**src/rtl/channelizer_pkg.sv**
```systemverilog
// Shared constants and types for the channelizer control path: message
// opcodes, default message width and the mask-parser state enumeration.
package channelizer_pkg;

  localparam int MSG_WIDTH_DEFAULT = 32;

  localparam logic [3:0] OP_SET_MASK  = 4'h1;
  localparam logic [3:0] OP_CLEAR_ERR = 4'h2;

  typedef enum logic [1:0] {
    ST_IDLE,
    ST_WAIT_PAYLOAD,
    ST_PENDING
  } parser_state_e;

endpackage

```
**src/rtl/channel_mask_ctrl_if.sv**
```systemverilog
// Sample, message and status bundle of channel_mask_ctrl; the master side
// feeds samples/messages, the slave side is the mask controller.
interface channel_mask_ctrl_if
  import channelizer_pkg::*;
#(
  parameter int N         = 8,
  parameter int LOGN      = 3,
  parameter int WDTH      = 32,
  parameter int MWDTH     = 1,
  parameter int MSG_WIDTH = MSG_WIDTH_DEFAULT
);
  logic [WDTH-1:0]      in_data;
  logic                 in_nd;
  logic [MWDTH-1:0]     in_m;
  logic                 in_first;
  logic [MSG_WIDTH-1:0] in_msg;
  logic                 in_msg_nd;

  logic [WDTH-1:0]      out_data;
  logic                 out_nd;
  logic [MWDTH-1:0]     out_m;
  logic [LOGN-1:0]      out_channel;
  logic                 first_channel;
  logic [N-1:0]         active_mask;
  logic                 mask_applied;
  logic                 msg_error;
  logic                 unaligned;
  logic                 error;

  modport master (
    output in_data, in_nd, in_m, in_first, in_msg, in_msg_nd,
    input  out_data, out_nd, out_m, out_channel, first_channel,
           active_mask, mask_applied, msg_error, unaligned, error
  );

  modport slave (
    input  in_data, in_nd, in_m, in_first, in_msg, in_msg_nd,
    output out_data, out_nd, out_m, out_channel, first_channel,
           active_mask, mask_applied, msg_error, unaligned, error
  );
endinterface

```
**src/rtl/chmask_msg_parser.sv**
```systemverilog
// Control-message parser: decodes SET_MASK/CLEAR_ERR, holds the shadow mask
// and signals when a pending mask may be committed at a frame boundary.
module chmask_msg_parser
  import channelizer_pkg::*;
#(
  parameter int N         = 8,
  parameter int MSG_WIDTH = MSG_WIDTH_DEFAULT
) (
  input  logic                 clk,
  input  logic                 rst_n,
  input  logic [MSG_WIDTH-1:0] msg_i,
  input  logic                 msg_nd_i,
  input  logic                 boundary_i,
  output logic [N-1:0]         shadow_o,
  output logic                 apply_o,
  output logic                 clear_err_o,
  output logic                 bad_op_o
);
  parser_state_e  state_q, state_d;
  logic [N-1:0]   shadow_q, shadow_d;
  logic [3:0]     op;

  assign op       = msg_i[MSG_WIDTH-1 -: 4];
  assign shadow_o = shadow_q;

  always_ff @(posedge clk) begin
    if (!rst_n) begin
      state_q  <= ST_IDLE;
      shadow_q <= '1;
    end else begin
      state_q  <= state_d;
      shadow_q <= shadow_d;
    end
  end

  always_comb begin
    state_d     = state_q;
    shadow_d    = shadow_q;
    apply_o     = 1'b0;
    clear_err_o = 1'b0;
    bad_op_o    = 1'b0;
    case (state_q)
      ST_IDLE, ST_PENDING: begin
        if (state_q == ST_PENDING && boundary_i) begin
          apply_o = 1'b1;
          state_d = ST_IDLE;
        end
        // A header here restarts the message; any uncommitted shadow is dropped.
        if (msg_nd_i) begin
          if (op == OP_SET_MASK)       state_d     = ST_WAIT_PAYLOAD;
          else if (op == OP_CLEAR_ERR) clear_err_o = 1'b1;
          else                         bad_op_o    = 1'b1;
        end
      end
      ST_WAIT_PAYLOAD: begin
        if (msg_nd_i) begin
          shadow_d = msg_i[N-1:0];
          state_d  = ST_PENDING;
        end
      end
      default: state_d = ST_IDLE;
    endcase
  end
endmodule

```
**src/rtl/channel_mask_ctrl.sv**
```systemverilog
// Channel mask controller: tracks the bin index of a channelized stream,
// gates bins by the active mask and swaps masks only on frame boundaries.
module channel_mask_ctrl
  import channelizer_pkg::*;
#(
  parameter int N         = 8,
  parameter int LOGN      = 3,
  parameter int WDTH      = 32,
  parameter int MWDTH     = 1,
  parameter int MSG_WIDTH = MSG_WIDTH_DEFAULT
) (
  input  logic                clk,
  input  logic                rst_n,
  channel_mask_ctrl_if.slave  bus
);
  logic [LOGN-1:0]  cnt_q, cnt_d, ch;
  logic [N-1:0]     mask_q, mask_d, shadow;
  logic             resync, misalign, boundary, apply, clear_err, bad_op, kept;
  logic             first_pend_q, first_pend_d;
  logic             out_nd_q, first_q, applied_q, msg_err_q, unal_q, unal_set;
  logic [WDTH-1:0]  out_data_q;
  logic [MWDTH-1:0] out_m_q;
  logic [LOGN-1:0]  out_ch_q;

  chmask_msg_parser #(.N(N), .MSG_WIDTH(MSG_WIDTH)) u_parser (
    .clk         (clk),
    .rst_n       (rst_n),
    .msg_i       (bus.in_msg),
    .msg_nd_i    (bus.in_msg_nd),
    .boundary_i  (boundary),
    .shadow_o    (shadow),
    .apply_o     (apply),
    .clear_err_o (clear_err),
    .bad_op_o    (bad_op)
  );

  // A misplaced first-bin flag resyncs the sample to channel 0.
  assign resync   = bus.in_nd && bus.in_first && (cnt_q != '0);
  assign misalign = bus.in_nd && !bus.in_first && (cnt_q == '0);
  assign unal_set = resync || misalign;
  assign ch       = resync ? '0 : cnt_q;
  assign boundary = bus.in_nd && (ch == '0);
  assign cnt_d    = bus.in_nd ? ch + 1'b1 : cnt_q;

  // The boundary sample itself already sees a newly committed mask.
  assign mask_d = apply ? shadow : mask_q;
  assign kept   = bus.in_nd && mask_d[ch];
  assign first_pend_d = bus.in_nd ? (!kept && (ch == '0 || first_pend_q)) : first_pend_q;

  always_ff @(posedge clk) begin
    if (!rst_n) begin
      cnt_q        <= '0;
      mask_q       <= '1;
      first_pend_q <= 1'b0;
      out_nd_q     <= 1'b0;
      first_q      <= 1'b0;
      applied_q    <= 1'b0;
      msg_err_q    <= 1'b0;
      unal_q       <= 1'b0;
      out_data_q   <= '0;
      out_m_q      <= '0;
      out_ch_q     <= '0;
    end else begin
      cnt_q        <= cnt_d;
      mask_q       <= mask_d;
      first_pend_q <= first_pend_d;
      out_nd_q     <= kept;
      first_q      <= kept && (ch == '0 || first_pend_q);
      applied_q    <= apply;
      msg_err_q    <= bad_op   ? 1'b1 : (clear_err ? 1'b0 : msg_err_q);
      unal_q       <= unal_set ? 1'b1 : (clear_err ? 1'b0 : unal_q);
      if (kept) begin
        out_data_q <= bus.in_data;
        out_m_q    <= bus.in_m;
        out_ch_q   <= ch;
      end
    end
  end

  assign bus.out_data      = out_data_q;
  assign bus.out_nd        = out_nd_q;
  assign bus.out_m         = out_m_q;
  assign bus.out_channel   = out_ch_q;
  assign bus.first_channel = first_q;
  assign bus.active_mask   = mask_q;
  assign bus.mask_applied  = applied_q;
  assign bus.msg_error     = msg_err_q;
  assign bus.unaligned     = unal_q;
  assign bus.error         = msg_err_q || unal_q;
endmodule

```
**src/flat_wrapper.sv**
```systemverilog
// flat-port wrapper written by rule: the top's interface ports become plain ports
module channel_mask_ctrl_flat import channelizer_pkg::*;
#(
  parameter int N         = 8,
  parameter int LOGN      = 3,
  parameter int WDTH      = 32,
  parameter int MWDTH     = 1,
  parameter int MSG_WIDTH = MSG_WIDTH_DEFAULT
)
  (clk, rst_n, bus_in_data, bus_in_nd, bus_in_m, bus_in_first, bus_in_msg, bus_in_msg_nd, bus_out_data, bus_out_nd, bus_out_m, bus_out_channel, bus_first_channel, bus_active_mask, bus_mask_applied, bus_msg_error, bus_unaligned, bus_error);
  channel_mask_ctrl_if #(.N(N), .LOGN(LOGN), .WDTH(WDTH), .MWDTH(MWDTH), .MSG_WIDTH(MSG_WIDTH)) bus_i ();
  input  logic clk;
  input  logic rst_n;
  input wire logic [$bits(bus_i.in_data)-1:0] bus_in_data;
  input wire logic [$bits(bus_i.in_nd)-1:0] bus_in_nd;
  input wire logic [$bits(bus_i.in_m)-1:0] bus_in_m;
  input wire logic [$bits(bus_i.in_first)-1:0] bus_in_first;
  input wire logic [$bits(bus_i.in_msg)-1:0] bus_in_msg;
  input wire logic [$bits(bus_i.in_msg_nd)-1:0] bus_in_msg_nd;
  output wire logic [$bits(bus_i.out_data)-1:0] bus_out_data;
  output wire logic [$bits(bus_i.out_nd)-1:0] bus_out_nd;
  output wire logic [$bits(bus_i.out_m)-1:0] bus_out_m;
  output wire logic [$bits(bus_i.out_channel)-1:0] bus_out_channel;
  output wire logic [$bits(bus_i.first_channel)-1:0] bus_first_channel;
  output wire logic [$bits(bus_i.active_mask)-1:0] bus_active_mask;
  output wire logic [$bits(bus_i.mask_applied)-1:0] bus_mask_applied;
  output wire logic [$bits(bus_i.msg_error)-1:0] bus_msg_error;
  output wire logic [$bits(bus_i.unaligned)-1:0] bus_unaligned;
  output wire logic [$bits(bus_i.error)-1:0] bus_error;
  assign bus_i.in_data = bus_in_data;
  assign bus_i.in_nd = bus_in_nd;
  assign bus_i.in_m = bus_in_m;
  assign bus_i.in_first = bus_in_first;
  assign bus_i.in_msg = bus_in_msg;
  assign bus_i.in_msg_nd = bus_in_msg_nd;
  assign bus_out_data = bus_i.out_data;
  assign bus_out_nd = bus_i.out_nd;
  assign bus_out_m = bus_i.out_m;
  assign bus_out_channel = bus_i.out_channel;
  assign bus_first_channel = bus_i.first_channel;
  assign bus_active_mask = bus_i.active_mask;
  assign bus_mask_applied = bus_i.mask_applied;
  assign bus_msg_error = bus_i.msg_error;
  assign bus_unaligned = bus_i.unaligned;
  assign bus_error = bus_i.error;
  channel_mask_ctrl #(.N(N), .LOGN(LOGN), .WDTH(WDTH), .MWDTH(MWDTH), .MSG_WIDTH(MSG_WIDTH)) u_core (.clk(clk), .rst_n(rst_n), .bus(bus_i));
endmodule
```
**config.mk**
```make
export PLATFORM = sky130hd
export DESIGN_NAME = channel_mask_ctrl_flat
export DESIGN_NICKNAME = d
export VERILOG_FILES = /design/src/rtl/channelizer_pkg.sv /design/src/rtl/channel_mask_ctrl_if.sv /design/src/rtl/chmask_msg_parser.sv /design/src/rtl/channel_mask_ctrl.sv /design/src/flat_wrapper.sv
export SDC_FILE = /design/constraint.sdc
export NUM_CORES = 1
export LEC_CHECK = 0
export CORE_MARGIN = 5
export CORE_UTILIZATION = 25
export CTS_CLUSTER_DIAMETER = 40
export DETAILED_ROUTE_END_ITERATION = 10
export PLACE_DENSITY = 0.51
export SYNTH_ARGS = -nofsm -noshare
export SYNTH_HDL_FRONTEND = slang
export SYNTH_SLANG_ARGS = --single-unit
export TNS_END_PERCENT = 30
```
**constraint.sdc**
```tcl
create_clock -name clk -period 6.93 [get_ports clk]
set_input_delay 0.693 -clock clk [delete_from_list [all_inputs] [get_ports clk]]
set_output_delay 0.693 -clock clk [all_outputs]
set_load 0.02 [all_outputs]
```
After elaboration in Yosys (flattened, before gate mapping)
Cells that the tools add are included.

word-level totals
  register bits = 63
  input bits = 70
  output and inout port bits = 50
  word-level logic and storage cells = 64

cells by class
  $add $sub $neg = 1
  order comparisons = 1
  equal/unequal tests = 5
  mux-type cells = 22
  reduce and logical (&&, ||, !) cells = 22

operator list
  operator                                                                       number
  1-bit two-way mux                                                              14
  1-bit logical AND                                                              9
  2-bit two-way mux                                                              4
  8-bit two-way mux                                                              1
  3-bit zero test                                                                2
  4-bit by 1-bit == test with 1-bit output (second input constant)               1
  4-bit by 2-bit == test with 1-bit output (second input constant)               1
  3-bit by 4-bit less-than comparator with 1-bit output (second input constant)  1
  2-bit case mux with 2 select lines                                             1
  2-bit nonzero test                                                             2
  3-bit by 1-bit adder with 3-bit output (second input constant)                 1
  1-bit binary-select mux with 3-bit select                                      1
  1-bit logical OR                                                               3
  3-bit two-way mux                                                              1
  3-bit nonzero test                                                             1
  2-bit by 1-bit == test with 1-bit output (second input constant)               1
  2-bit == test (second input constant)                                          1
  1-bit zero test                                                                2
  2-bit zero test                                                                1
  2-bit inequality test (second input constant)                                  1
  2-bit AND reduction                                                            1
  2-bit OR reduction                                                             1

Longest topological paths before layout
  word-level depth = 14
  gate-level depth with buffers = 13
  depth with buffers taken out = 9

Cells and area by module
From an unflattened synthesis, not the netlist that was laid out.

unflattened totals
  cells, all modules = 290
  area total of the unflattened synthesis = 2688.8 sq um

by module, submodules not included
  module             instances  cells an instance  area each (sq um)
  channel_mask_ctrl  1          240                2263.4
  chmask_msg_parser  1          50                 425.4

Worst setup path before layout
No wires, ideal clock.

  kind = input -> register
  start = in bus_in_first
  end = reg u_core.out_nd_q (netlist: u_core.bus.out_nd)
  data arrival time = 2.810 ns
  required time = 6.815 ns
  setup slack = 4.006 ns
  stages = 12
  buffers on the path = 4
  cells stage by stage = buf_4 a21bo_2 ha_1 and4b_2 nand2_4 mux2_4 o2111a_1 o31a_1 clkbuf_1 buf_6 buf_6 and2_1

on the way
  longest elaborated chain between the ends = 12

RTL lines
  element                                      line                     RTL
  start: declaration                           flat_wrapper.sv:17       input wire logic [$bits(bus_i.in_first)-1:0] bus_in_first;
  1-bit logical AND * (2 in series)            channel_mask_ctrl.sv:38  assign resync = bus.in_nd && bus.in_first && (cnt_q != '0);
  3-bit two-way mux *                          channel_mask_ctrl.sv:41  assign ch = resync ? '0 : cnt_q;
  3-bit zero test                              channel_mask_ctrl.sv:42  assign boundary = bus.in_nd && (ch == '0);
  1-bit logical AND                            channel_mask_ctrl.sv:42
  1-bit logical AND                            chmask_msg_parser.sv:44  if (state_q == ST_PENDING && boundary_i) begin
  1-bit two-way mux                            chmask_msg_parser.sv:44
  1-bit two-way mux                            chmask_msg_parser.sv:42  case (state_q)
  8-bit two-way mux                            channel_mask_ctrl.sv:46  assign mask_d = apply ? shadow : mask_q;
  1-bit binary-select mux with 3-bit select *  channel_mask_ctrl.sv:47  assign kept = bus.in_nd && mask_d[ch];
  1-bit two-way mux (not written as such) *    channel_mask_ctrl.sv:47
  1-bit logical AND *                          channel_mask_ctrl.sv:47
  end signal: assignment                       channel_mask_ctrl.sv:67  out_nd_q <= kept;
  end: declaration                             channel_mask_ctrl.sv:20  logic out_nd_q, first_q, applied_q, msg_err_q, unal_q, unal_set;

Mark *: on every way between the ends. The rest lies on a longest branch, timed or not. The select of a mux whose other input is x is not followed.
A chain may end at the register's enable or synchronous reset.

Final worst setup path
  start = in bus_in_nd
  end = reg u_core.first_q (netlist: u_core.bus.first_channel)

on the way
  longest elaborated chain between the ends = 13
  elaborated cells on any way between the ends = 14
  those cells by class = mux (6); reduce/logical (8)

RTL lines
  element                                    line                                              RTL
  start: declaration                         flat_wrapper.sv:15                                input wire logic [$bits(bus_i.in_nd)-1:0] bus_in_nd;
  1-bit logical AND (2 in series)            channel_mask_ctrl.sv:38
  3-bit two-way mux                          channel_mask_ctrl.sv:41
  3-bit zero test                            channel_mask_ctrl.sv:42, channel_mask_ctrl.sv:68
  1-bit logical AND                          channel_mask_ctrl.sv:42
  1-bit logical AND                          chmask_msg_parser.sv:44
  1-bit two-way mux                          chmask_msg_parser.sv:44
  1-bit two-way mux                          chmask_msg_parser.sv:42
  8-bit two-way mux                          channel_mask_ctrl.sv:46
  1-bit binary-select mux with 3-bit select  channel_mask_ctrl.sv:47
  1-bit two-way mux (not written as such)    channel_mask_ctrl.sv:47
  1-bit logical AND                          channel_mask_ctrl.sv:47
  1-bit logical AND *                        channel_mask_ctrl.sv:68                           first_q <= kept && (ch == '0 || first_pend_q);
  end signal: assignment                     channel_mask_ctrl.sv:68
  end: declaration                           channel_mask_ctrl.sv:20

Marks and branches as above.

==> results.toml <==
[worst_setup_path]
reg2regPathDepth = 9
crit_path_cell_trace = "clkdlybuf4s50_1, nand2_1, nand2_1, ha_1, nand4b_1, nor2_1, nand2_1, a31o_1, o31a_2, buf_4, and3b_1"
worst-path-stages = 11
crit_family = "simple AND/OR/NAND/NOR gates"
crit_type = "primary input to flip-flop"
critPathBufInv = 2
startpoint_type = "primary input"
cp_slowest_stage_delay_ps = 790
endpoint_kind = "flip-flop"
crit_fanout = 39
worstSetupStartpoint = "bus_in_nd"
crit_required_ps = 7160
worstPathArrival_ps = 3870
timing.rr.end = "u_core.bus.first_channel"
critPathCapture = "u_core.bus.first_channel"
slowest_stage = "clkdlybuf4s50_1"
rrSetupSlack_ps = 4100
rr_startpoint = "u_core.cnt_q[1]"
path_common_cell = "nand2_1"

[die]
coreArea_mm2 = 0.01042
die_y_um = 113.7
start_util = 0.2581
fp.dieW_um = 113.7
design.portCount = 120
placementRows = 37
die_area_mm2 = 0.01293

[synth]
synthArstFlopShare = 0
synth.avg_cell_area_um2 = 8.674
synthesis.nets = 382
yosysWarnings = 0
synth_top_flop_cell = "dfxtp_1"
syn_inst = 310
synth_seq_cells = 63
ys_seq_area_frac = 0.4691
synth_cell_type_count = 44
synth_edf_count = 0
synth_area_mm2 = 0.002689

[placed_design]
dp.final_hpwl_um = 4687
port_buffers = 99
place.gp.congestion = 0.8066
post-place-cells = 527

[cts]
post_cts_resized = 0
cts_made_buffers = 9
path_clk_slew_ps = 70
cts_hold_buf = 0
cts_setup_buffers = 0
cts-root-buf = "clkbuf_8"
worstSkewPairLatency_ps = 340
cts.sinks = 63
cts_tree = "done"
htree_num_levels = 3
clockBufferDepth = 2

[min_path]
hold_class = "flip-flop to flip-flop"
hold_depth = 2

[timing]
setup_tns_ps = 0
maxSlewViolCount = 0
finClkSkew_ps = 12.08
relSlewSlack = 0.3802
rsz0062_at_grt = "no"
fmax_mhz = 274.8
fin_crit_sh = 0.5252
whs_ps = 454.3
final_hold_viol_count = 0
fin_crit_ps = 3640
finalSetupViolCount = 0
worst_slew_pin_slew_ps = 929.8

[route]
route.detailed.drc = 0
routed_via_density = 4.313
via_count = 2342
wl_per_cell_um = 12.73
first_pass_iters = 4
initialDrtViolationCount = 68
ant_nets = 0
wirelength_um = 6912

[grt]
antenna_found_initial = 0
groute.usage.overall = 0.1056
grt_pass1_wl_um = 11050
grt_start_max_net_pins = 100
grt-ovfl-total = 0
grt_pass1_vias = 2312

[final_layout]
area_delta_synth_final_pct = 47.70
antennaDiodeCount = 0
regArea_mm2 = 0.001261
layout.nets = 474
stdcell_count = 543
drive_above_1_share = 0.06880
multi_input_area_mm2 = 0.001313
postLayoutCoreUtil = 0.3813
n_fill_cell = 1082

[power_and_ir_drop]
ir_drop_v = 0.0001560
power_leakage_nw = 1.643
cellPowerDensity_mw_per_mm2 = 214.0

[outcome]
outcome = "finished, final reports clean"

[flow_run]
drv_cap = 0
-- area by class of cell --
cell class                      count  area share
Timing Repair Buffer              101      0.2520
Inverter                            5    0.004726
Clock buffer                       11     0.03812
Clock inverter                      5     0.01418
Tap cell                          136     0.04285
Multi-Input combinational cell    222      0.3305
Sequential cell                    63      0.3176
-- synth_stat cells (3+ instances only) --
cell type	n	share of area
dfxtp_1	63	0.47
a21oi_1	5	0.0093
nand3_1	19	0.035
inv_1	4	0.0056
nor2b_1	5	0.012
nor3b_1	6	0.017
buf_2	3	0.0056
clkbuf_1	13	0.018
nand2_1	104	0.15
nand4b_1	3	0.0098
mux2i_1	38	0.14
nor2_1	6	0.0084
-- cells in the final DEF, fill, tap and decap left out, drive strengths merged, types with 2 or more instances in the layout --
master         Yosys  layout
o211ai             2       2
nand4b             3       3
nand3             19      19
a21oi              5       5
nand3b             2       2
dfxtp             63      63
mux2i             38      38
nor3b              7       7
nor2               6       6
o21ai              2       2
buf                7       3
nand2            105     105
o22ai              2       2
clkbuf            13      11
nor3               2       2
clkinv             0       3
and2               2       2
nor2b              5       5
ha                 2       2
or2                2       2
inv                5       5
xor2               2       2
clkdlybuf4s50      0      98
-- kinds of logic (layout without fill, tap and decap cells) --
family | Yosys count | in the layout | share of synthesized area
compound gates | 22 | 22 | 0.05817
xor+xnor | 2 | 2 | 0.006516
fa+ha+maj | 2 | 2 | 0.009305
buf+inv | 25 | 122 | 0.04327
flops | 63 | 63 | 0.4691
mux | 39 | 39 | 0.1470
simple gates | 157 | 157 | 0.2666
-- stage by stage --
step | instance area [um2] | setup WS [ps] | total power, W
2_1_floorplan | 2689 | 4006 | 0.0004620
3_3_place_gp | 3764 | 2897 | 0.0005277
3_5_place_dp | 3764 | 2937 | 0.0005287
4_1_cts | 3971 | 3296 | 0.0008712
5_1_grt | 3971 | 2972 | 0.0008931
6_report | 3971 | 3290 | 0.0008499
-- worst min path at each step --
stage | from | endpoint | slack, ps
6_report | u_core.bus.out_data[0] | u_core.bus.out_data[0] | 450
3_5_place_dp | u_core.bus.out_data[29] | u_core.bus.out_data[29] | 450
3_3_place_gp | u_core.bus.out_data[17] | u_core.bus.out_data[17] | 440
4_1_cts | u_core.bus.out_data[0] | u_core.bus.out_data[0] | 460
2_1_floorplan | u_core.u_parser.shadow_o[3] | u_core.u_parser.shadow_o[3] | 440
5_1_grt | u_core.bus.out_data[24] | u_core.bus.out_data[24] | 480
-- state kept, by name (all words and copies together) (netlist names) --
signal                    flops
u_core.cnt_q                  3
u_core.bus.active_mask        8
u_core.bus.out_m              1
u_core.bus.out_data          32
u_core.bus.mask_applied       1
u_core.bus.out_nd             1
u_core.first_pend_q           1
u_core.u_parser.state_q       2
u_core.bus.first_channel      1
u_core.u_parser.shadow_o      8
u_core.bus.unaligned          1
u_core.bus.out_channel        3
u_core.bus.msg_error          1
-- metal layers --
metal  track usage  vias to the layer above  wire length (um)
met5             0                        -                 0
met4       0.02644                        0                41
met3       0.05836                        4               698
met2        0.1669                       72              3111
met1        0.1245                     1055              3061
li1              -                     1211                 -
-- report_power, final --
part | leakage (nW) | switching (W) | total (W) | internal (W)
registers | 0.517 | 0.0000100 | 0.000389 | 0.000379
clock network | 0.105 | 0.000146 | 0.000331 | 0.000185
logic | 1.02 | 0.0000602 | 0.000130 | 0.0000702
total | 1.64 | 0.000216 | 0.000850 | 0.000634
-- tightest hold or removal path, cell delays in order (launching register included) --
cell	delay, ps
dfxtp_1	310
nand2_1	50
mux2i_1	50
(Power assumes the default switching activity.)
